--- config.mk ---
export PLATFORM = sky130hd
export DESIGN_NAME = rx_buffer_flat
export DESIGN_NICKNAME = d
export VERILOG_FILES = /design/src/rtl/rx_buffer_if.sv /design/src/rtl/rx_buffer.sv /design/src/flat_wrapper.sv
export SDC_FILE = /design/constraint.sdc
export NUM_CORES = 1
export LEC_CHECK = 0
export ABC_AREA = 1
export ABC_CLOCK_PERIOD_IN_PS = 5700
export BUFFER_PORTS_ARGS = -buffer_cell sky130_fd_sc_hd__buf_2
export CORE_MARGIN = 2
export CORE_UTILIZATION = 53
export DETAILED_ROUTE_END_ITERATION = 8
export GPL_TIMING_DRIVEN = 1
export PLACE_DENSITY = 0.79
export SYNTH_ARGS = -nofsm -noshare
export SYNTH_HDL_FRONTEND = slang
export SYNTH_SLANG_ARGS = --single-unit
--- constraint.sdc ---
create_clock -name clk -period 5.7 [get_ports clk]
set_input_delay 0.285 -clock clk [delete_from_list [all_inputs] [get_ports clk]]
set_output_delay 0.285 -clock clk [all_outputs]
set_load 0.03 [all_outputs]
--- src/rtl/rx_buffer_if.sv ---
// Bus bundle for rx_buffer: receive-engine handshake plus the CPU read/status port.
// The master side is the engine/CPU; the slave side is the buffer itself.
interface rx_buffer_if #(
   parameter int unsigned AW = 3
);
   logic          rx_rdy;
   logic [7:0]    rx_data;
   logic          perr;
   logic          ferr;
   logic          ovf;
   logic          read_0;
   logic          cpu_rd;
   logic          stat_clr;
   logic [7:0]    dout;
   logic [2:0]    err_out;
   logic          empty;
   logic          full;
   logic [AW:0]   count;
   logic          drop;

   modport master (
      output rx_rdy, rx_data, perr, ferr, ovf, cpu_rd, stat_clr,
      input  read_0, dout, err_out, empty, full, count, drop
   );

   modport slave (
      input  rx_rdy, rx_data, perr, ferr, ovf, cpu_rd, stat_clr,
      output read_0, dout, err_out, empty, full, count, drop
   );
endinterface

--- src/rtl/rx_buffer.sv ---
// Receive FIFO between the UART engine and the CPU, with a show-ahead read port.
// Define RX_ERR_TAG_EN to store {perr,ferr,ovf} alongside each byte.
module rx_buffer #(
   parameter int unsigned DEPTH = 8,
   parameter int unsigned AW    = 3
) (
   input logic        clk,
   input logic        reset,
   rx_buffer_if.slave bus
);
`ifdef RX_ERR_TAG_EN
   localparam int unsigned EW = 11;
`else
   localparam int unsigned EW = 8;
`endif

   typedef enum logic [1:0] {IDLE, CAP, ACK, WAIT} state_t;

   state_t        state;
   logic [EW-1:0] mem [DEPTH];
   logic [AW-1:0] wr_ptr;
   logic [AW-1:0] rd_ptr;
   logic [AW:0]   count_q;
   logic          drop_q;
   logic          read_q;
   logic          full;
   logic          pop;
   logic          wr;
   logic [EW-1:0] entry;

   assign full = (count_q == (AW+1)'(DEPTH));
   assign pop  = bus.cpu_rd && (count_q != '0);
   // A pop on the capture edge frees the slot, so a full FIFO still accepts the byte.
   assign wr   = (state == CAP) && (!full || pop);

`ifdef RX_ERR_TAG_EN
   assign entry       = {bus.perr, bus.ferr, bus.ovf, bus.rx_data};
   assign bus.dout    = mem[rd_ptr][7:0];
   assign bus.err_out = mem[rd_ptr][10:8];
`else
   logic unused_err;
   assign unused_err  = ^{bus.perr, bus.ferr, bus.ovf};
   assign entry       = bus.rx_data;
   assign bus.dout    = mem[rd_ptr];
   assign bus.err_out = '0;
`endif

   always_ff @(posedge clk or negedge reset) begin
      if (!reset) begin
         state   <= IDLE;
         wr_ptr  <= '0;
         rd_ptr  <= '0;
         count_q <= '0;
         drop_q  <= 1'b0;
         read_q  <= 1'b0;
         for (int unsigned i = 0; i < DEPTH; i++) mem[i] <= '0;
      end else begin
         read_q <= (state == CAP);

         case (state)
            IDLE:    if (bus.rx_rdy) state <= CAP;
            CAP:     state <= ACK;
            ACK:     state <= WAIT;
            WAIT:    if (!bus.rx_rdy) state <= IDLE;
            default: state <= IDLE;
         endcase

         if (wr) begin
            mem[wr_ptr] <= entry;
            wr_ptr      <= wr_ptr + AW'(1);
         end
         if (pop) rd_ptr <= rd_ptr + AW'(1);

         case ({wr, pop})
            2'b10:   count_q <= count_q + (AW+1)'(1);
            2'b01:   count_q <= count_q - (AW+1)'(1);
            default: count_q <= count_q;
         endcase

         if ((state == CAP) && full && !pop) drop_q <= 1'b1;
         else if (bus.stat_clr)              drop_q <= 1'b0;
      end
   end

   assign bus.read_0 = read_q;
   assign bus.count  = count_q;
   assign bus.empty  = (count_q == '0);
   assign bus.full   = full;
   assign bus.drop   = drop_q;
endmodule

--- src/flat_wrapper.sv ---
// flat-port wrapper written by rule: the top's interface ports become plain ports
module rx_buffer_flat 
#(
   parameter int unsigned DEPTH = 8,
   parameter int unsigned AW    = 3
)
  (clk, reset, bus_rx_rdy, bus_rx_data, bus_perr, bus_ferr, bus_ovf, bus_cpu_rd, bus_stat_clr, bus_read_0, bus_dout, bus_err_out, bus_empty, bus_full, bus_count, bus_drop);
  rx_buffer_if #(.AW(AW)) bus_i ();
  input logic clk;
  input logic reset;
  input wire logic [$bits(bus_i.rx_rdy)-1:0] bus_rx_rdy;
  input wire logic [$bits(bus_i.rx_data)-1:0] bus_rx_data;
  input wire logic [$bits(bus_i.perr)-1:0] bus_perr;
  input wire logic [$bits(bus_i.ferr)-1:0] bus_ferr;
  input wire logic [$bits(bus_i.ovf)-1:0] bus_ovf;
  input wire logic [$bits(bus_i.cpu_rd)-1:0] bus_cpu_rd;
  input wire logic [$bits(bus_i.stat_clr)-1:0] bus_stat_clr;
  output wire logic [$bits(bus_i.read_0)-1:0] bus_read_0;
  output wire logic [$bits(bus_i.dout)-1:0] bus_dout;
  output wire logic [$bits(bus_i.err_out)-1:0] bus_err_out;
  output wire logic [$bits(bus_i.empty)-1:0] bus_empty;
  output wire logic [$bits(bus_i.full)-1:0] bus_full;
  output wire logic [$bits(bus_i.count)-1:0] bus_count;
  output wire logic [$bits(bus_i.drop)-1:0] bus_drop;
  assign bus_i.rx_rdy = bus_rx_rdy;
  assign bus_i.rx_data = bus_rx_data;
  assign bus_i.perr = bus_perr;
  assign bus_i.ferr = bus_ferr;
  assign bus_i.ovf = bus_ovf;
  assign bus_i.cpu_rd = bus_cpu_rd;
  assign bus_i.stat_clr = bus_stat_clr;
  assign bus_read_0 = bus_i.read_0;
  assign bus_dout = bus_i.dout;
  assign bus_err_out = bus_i.err_out;
  assign bus_empty = bus_i.empty;
  assign bus_full = bus_i.full;
  assign bus_count = bus_i.count;
  assign bus_drop = bus_i.drop;
  rx_buffer #(.DEPTH(DEPTH), .AW(AW)) u_core (.clk(clk), .reset(reset), .bus(bus_i));
endmodule
; ---- Word level (Yosys, flattened, before mapping)
; Index checks and enable logic that the tools add are counted.
[word_totals]
in_bits = 16
output_inout_bits = 19
wordCells = 57
ff_bits = 78
[classes]
eq_ne = 8
bitwise_logic = 2
n_reduce_logical = 14
mux = 12
order_cmp = 3
n_addsub = 4
[ops]
columns = operator, n
row1 = bitwise mux 64 bit, 1
row2 = binary-select mux 8 bit (select 3 bit), 1
row3 = demux 8 bit (select 3 bit), 1
row4 = two-way mux 8 bit, 3
row5 = "greater-or-equal comparator 4 bit, second input constant", 2
row6 = NOT 3 -> 4 bit, 2
row7 = one-hot mux 2 bit (4 select lines), 1
row8 = one-hot mux 4 bit (2 select lines), 1
row9 = "adder 3 x 1 -> 3 bit, second input constant", 2
row10 = "equality test 2 bit, second input constant", 3
row11 = logical AND 1 bit, 5
row12 = "adder 4 x 1 -> 4 bit, second input constant", 1
row13 = "equality test 2 x 1 -> 1 bit, second input constant", 2
row14 = "equality test 4 bit, second input constant", 1
row15 = zero test 4 bit, 1
row16 = "less-than comparator 4 x 1 -> 1 bit, second input constant", 1
row17 = two-way mux 2 bit, 2
row18 = "inequality test 2 bit, second input constant", 2
row19 = nonzero test 2 bit, 2
row20 = nonzero test 4 bit, 1
row21 = "subtractor 4 x 1 -> 4 bit, second input constant", 1
row22 = zero test 1 bit, 2
row23 = zero test 2 bit, 1
row24 = two-way mux 1 bit, 2
row25 = 2 further kinds, 2

; ---- Logic depth before layout (Yosys ltp)
[logic_depth]
word_depth = 6
ltp_mapped = 13
ltp_nobuf = 13

; ---- Worst setup path after synthesis
; Ideal clock, no wire load.
[synth_timing]
kind = register to register
from = register u_core.count_q[1], in the netlist u_core.bus.count[1]
to = register u_core.count_q[2], in the netlist u_core.bus.count[2]
path_slack_ps = 3676
required_ps = 5571
t_arrival_ps = 1895
path_stages_with_launch = 12
n_path_buf = 0
synth_period_minus_slack_ps = 2024
setup_ps = 129
path_cell_list = dfrtp_1 > nor2_2 > nand3_1 > nand2_1 > inv_1 > ha_1 > nor2_1 > nor2_1 > ha_1 > a21oi_1 > xor2_1 > o21ai_0
[synth_via]
elab_chain_len = 6
elab_cells_between_ends = 12
cone_classes = add/sub: 2 / eq/ne: 3 / mux: 1 / reduce/logical: 6
[synth_rtl]
columns = element, line
row1 = start: declaration, rx_buffer.sv:23  ; logic [AW:0] count_q;
row2 = start signal: assignment, rx_buffer.sv:75  ; 2'b10: count_q <= count_q + (AW+1)'(1);
row3 = start signal: assignment, rx_buffer.sv:76  ; 2'b01: count_q <= count_q - (AW+1)'(1);
row4 = start signal: assignment, rx_buffer.sv:77  ; default: count_q <= count_q;
row5 = nonzero test 4 bit (*), rx_buffer.sv:32  ; assign pop = bus.cpu_rd && (count_q != '0);
row6 = logical AND 1 bit (*), rx_buffer.sv:32
row7 = named net u_core.pop, rx_buffer.sv:27  ; logic pop;
row8 = logical OR 1 bit, rx_buffer.sv:34  ; assign wr = (state == CAP) && (!full || pop);
row9 = logical AND 1 bit, rx_buffer.sv:34
row10 = equality test 2 x 1 -> 1 bit or equality test 2 bit (tied branches), rx_buffer.sv:74  ; case ({wr, pop})
row11 = one-hot mux 4 bit (2 select lines) or nonzero test 2 bit (tied branches), --
; Mark *: on every way through the listed nets, which the timed path passes. The rest lies on a longest branch.
; A chain may end at the register's enable or synchronous reset.

; ---- Worst setup path in the final report
[layout_timing]
from = register u_core.rd_ptr[0]
to = output bus_dout[2]
[layout_via]
elab_chain_len = 4
[layout_rtl]
columns = element, line
row1 = start: declaration, rx_buffer.sv:22  ; logic [AW-1:0] rd_ptr;
row2 = start signal: assignment, rx_buffer.sv:72  ; if (pop) rd_ptr <= rd_ptr + AW'(1);
row3 = NOT 3 -> 4 bit (not written as such), rx_buffer.sv:44  ; assign bus.dout = mem[rd_ptr];
row4 = binary-select mux 8 bit (select 3 bit), rx_buffer.sv:44
row5 = two-way mux 8 bit (not written as such) (2 in series), rx_buffer.sv:44
row6 = end: declaration, flat_wrapper.sv:19  ; output wire logic [$bits(bus_i.dout)-1:0] bus_dout;
; No other way between the ends. The select of a mux whose other input is x is not followed.

==> out/metrics.yaml <==
clkPwrFrac_pct: 16.2
synth_cell_type_count: 25
critPathKind: "reg2out"
ys_seq_area_share_pct: 50.86
synth_edf_count: 0
drt-initial-drc-count: 404
htreeDepth: 3
switching_power_mw: 1.227
grt_pass1_vias: 2858
crit_slowest_cell: "inv_1"
syn_area_um2: 3837
cts_setup_buffers: 0
intPower_mw: 1.418
multiInputGateArea_um2: 1627
drive_above_1_share_pct: 13.54
layout_common_cells: "nand2_1 (111), dfrtp_1 (78), nor2_1 (60), o21ai_1 (60), o21ai_0 (49)"
setup_viol: 0
post-route-drc-count: 0
holdWs_ns: 0.07587
die_area_um2: 7937
grt_antenna_before_repair: 0
clock_path_buffers: 2
ys_seq_elements: 78
p_leak_nw: 2.138
synthToLayoutAreaGrowth_pct: 8.673
period_share_pct: 49.95
slowest_delay_ns: 0.80
cts_resized: 0
outcome: "finished clean"
seqCellArea_um2: 1952
critPathMaxFanout: 34
comb_power_share_pct: 45.9
cts_tree: "done"
hpwl_mm: 5.134
dp_cells: 563
grt_max_degree: 79
synthArstFlopShare_pct: 100.0
via_per_inst: 5.375
cts_hold_buffers: 0
drv_slew: 0
nFillCells: 654
yosysWarnings: 0
syn_area_per_cell_um2: 8.452
clock_latency_ns: 0.37
syn_inst: 454
dieWidth_um: 89.09
tns_ns: 0
track_usage_pct: 23.30
clock-sinks: 78
final_cells: 579
cts_inserted_buffers: 9
worst_slew_pin_slew_ns: 1.107
ir_worst_vdd_uv: 355.9
ys.flop_type: "dfrtp_1"
start_util_pct: 53.77
vias: 3112
worstPathRequired_ns: 5.41
wire_per_inst_um: 14.49
crit_arrival_ns: 2.56
slew-limit-headroom_pct: 26.21
hp-class: "in2async"
period_minus_slack_ns: 2.847
path_cells: "buf_4, inv_1, o21ai_0, o21ai_0, nand2_1, nand2_1, buf_2"
fin_nets: 501
fmax_ghz: 0.3512
swShare_pct: 46.39
gp_congestion: 0.7682
port-buffer-count: 28
endpoint_kind: "output pin"
diodes: 0
grt_pass1_wl_mm: 13.88
pwr-share-seq_pct: 37.9
hold_viol: 0
startpoint: "u_core.rd_ptr[0]"
rsz0062_at_grt: "false"
r2r_start: "u_core.bus.count[1]"
power_density_nw_per_um2: 634.4
grt-ovfl-total: 0
core-area_um2: 7137
root_buffer: "clkbuf_8"
start_kind: "flop"
pin_count: 35
drt_wl_total_mm: 8.391
cap_violations: 0
num_rows: 31
die_y_um: 89.09
clk_pin_slew_worst_paths_ns: 0.09
finalClockSkew_ns: 0.01172
final_antenna_net_count: 0
layout_commonest_cell: "nand2_1"
drt-pass1-iter-count: 5
[state kept, by name, indices dropped and copies added, names as in the netlist]
name and cells:
u_core.bus.drop 1, u_core.mem 64, u_core.wr_ptr 3, u_core.state 2, u_core.bus.count 4, u_core.rd_ptr 3
u_core.bus.read_0 1
[cells in the mapped netlist, types with 2 or more instances]
master    count  area share, %
nand2_1     111             11
dfrtp_1      78             51
nor2_1       60            5.9
o21ai_1      60            7.8
o21ai_0      49            6.4
inv_1        26            2.5
ha_1         10            3.3
nand2_4       9            2.6
buf_6         8            2.3
o21ai_2       8            1.8
clkbuf_1      6           0.59
nand3_1       5           0.65
xor2_1        5            1.1
a21oi_1       3           0.39
buf_2         3           0.39
buf_4         3           0.59
xnor2_1       2           0.46
[worst max-delay path: cells and delay by family, from the launching register on]
family	cells	cell delay, ns
compound gates	2	0.42
flops	1	0.37
simple gates	2	0.14
buf+inv	3	1.24
[final cells by class]
class | instances | share of cell area [%]
Multi-Input combinational cell | 329 | 39.00
Inverter | 28 | 2.700
Timing Repair Buffer | 29 | 3.600
Clock inverter | 7 | 1.950
Sequential cell | 78 | 46.80
Clock buffer | 9 | 2.970
Tap cell | 99 | 2.970
[stage by stage]
step | worst slack, ns | util, % | area, µm² | total power, mW
floorplan | 3.676 | - | 3845 | 1.910
global placement | 3.293 | 55.56 | 3965 | 2.157
detailed placement | 3.317 | 55.56 | 3965 | 2.218
CTS | 2.901 | 58.43 | 4170 | 2.657
global route | 2.733 | 58.43 | 4170 | 2.863
finish | 2.853 | 58.43 | 4170 | 2.646
[power by group through the flow]
stage | logic (mW) | clock network (mW) | registers (mW)
after detailed placement | 1.21 | 0 | 1.01
after global routing | 1.37 | 0.457 | 1.04
after floorplan | 0.942 | 0 | 0.968
final | 1.21 | 0.429 | 1.00
after CTS | 1.22 | 0.434 | 0.999
after global placement | 1.16 | 0 | 0.992
[cells by family (layout without fill, tap and decap cells)]
| group | Yosys count | count (layout) | share of synthesized area, % |
|---|---|---|---|
| XOR/XNOR | 7 | 7 | 1.598 |
| AO/OA/AOI/OAI | 120 | 120 | 16.43 |
| AND/OR/NAND/NOR | 189 | 189 | 20.80 |
| flip-flops | 78 | 78 | 50.86 |
| adder cells (fa/ha/maj) | 10 | 10 | 3.261 |
| buffers and inverters | 49 | 73 | 6.944 |
| other | 1 | 3 | 0.09772 |
[per-layer routing]
| metal | wire length, µm | global-route usage (%) | vias to the layer above |
|---|---|---|---|
| met5 | 0 | 0 | - |
| met1 | 3661 | 31.50 | 1474 |
| met4 | 241 | 11.67 | 0 |
| met3 | 473 | 3.509 | 21 |
| li1 | - | - | 1508 |
| met2 | 4014 | 36.77 | 109 |
[worst paths after layout]
path	cells past startpoint	slack, ns	endpoint
max in group asynchronous	1	5.00	u_core.mem[57]
min in group clk	2	0.11	u_core.bus.drop
worst max-delay path	7	2.85	bus_dout[2]
worst min-delay path	1	0.08	u_core.mem[59]
worst max register to register	11	3.51	u_core.bus.count[2]
worst min register to register	2	0.49	u_core.mem[13]
(Power assumes the default switching activity.)
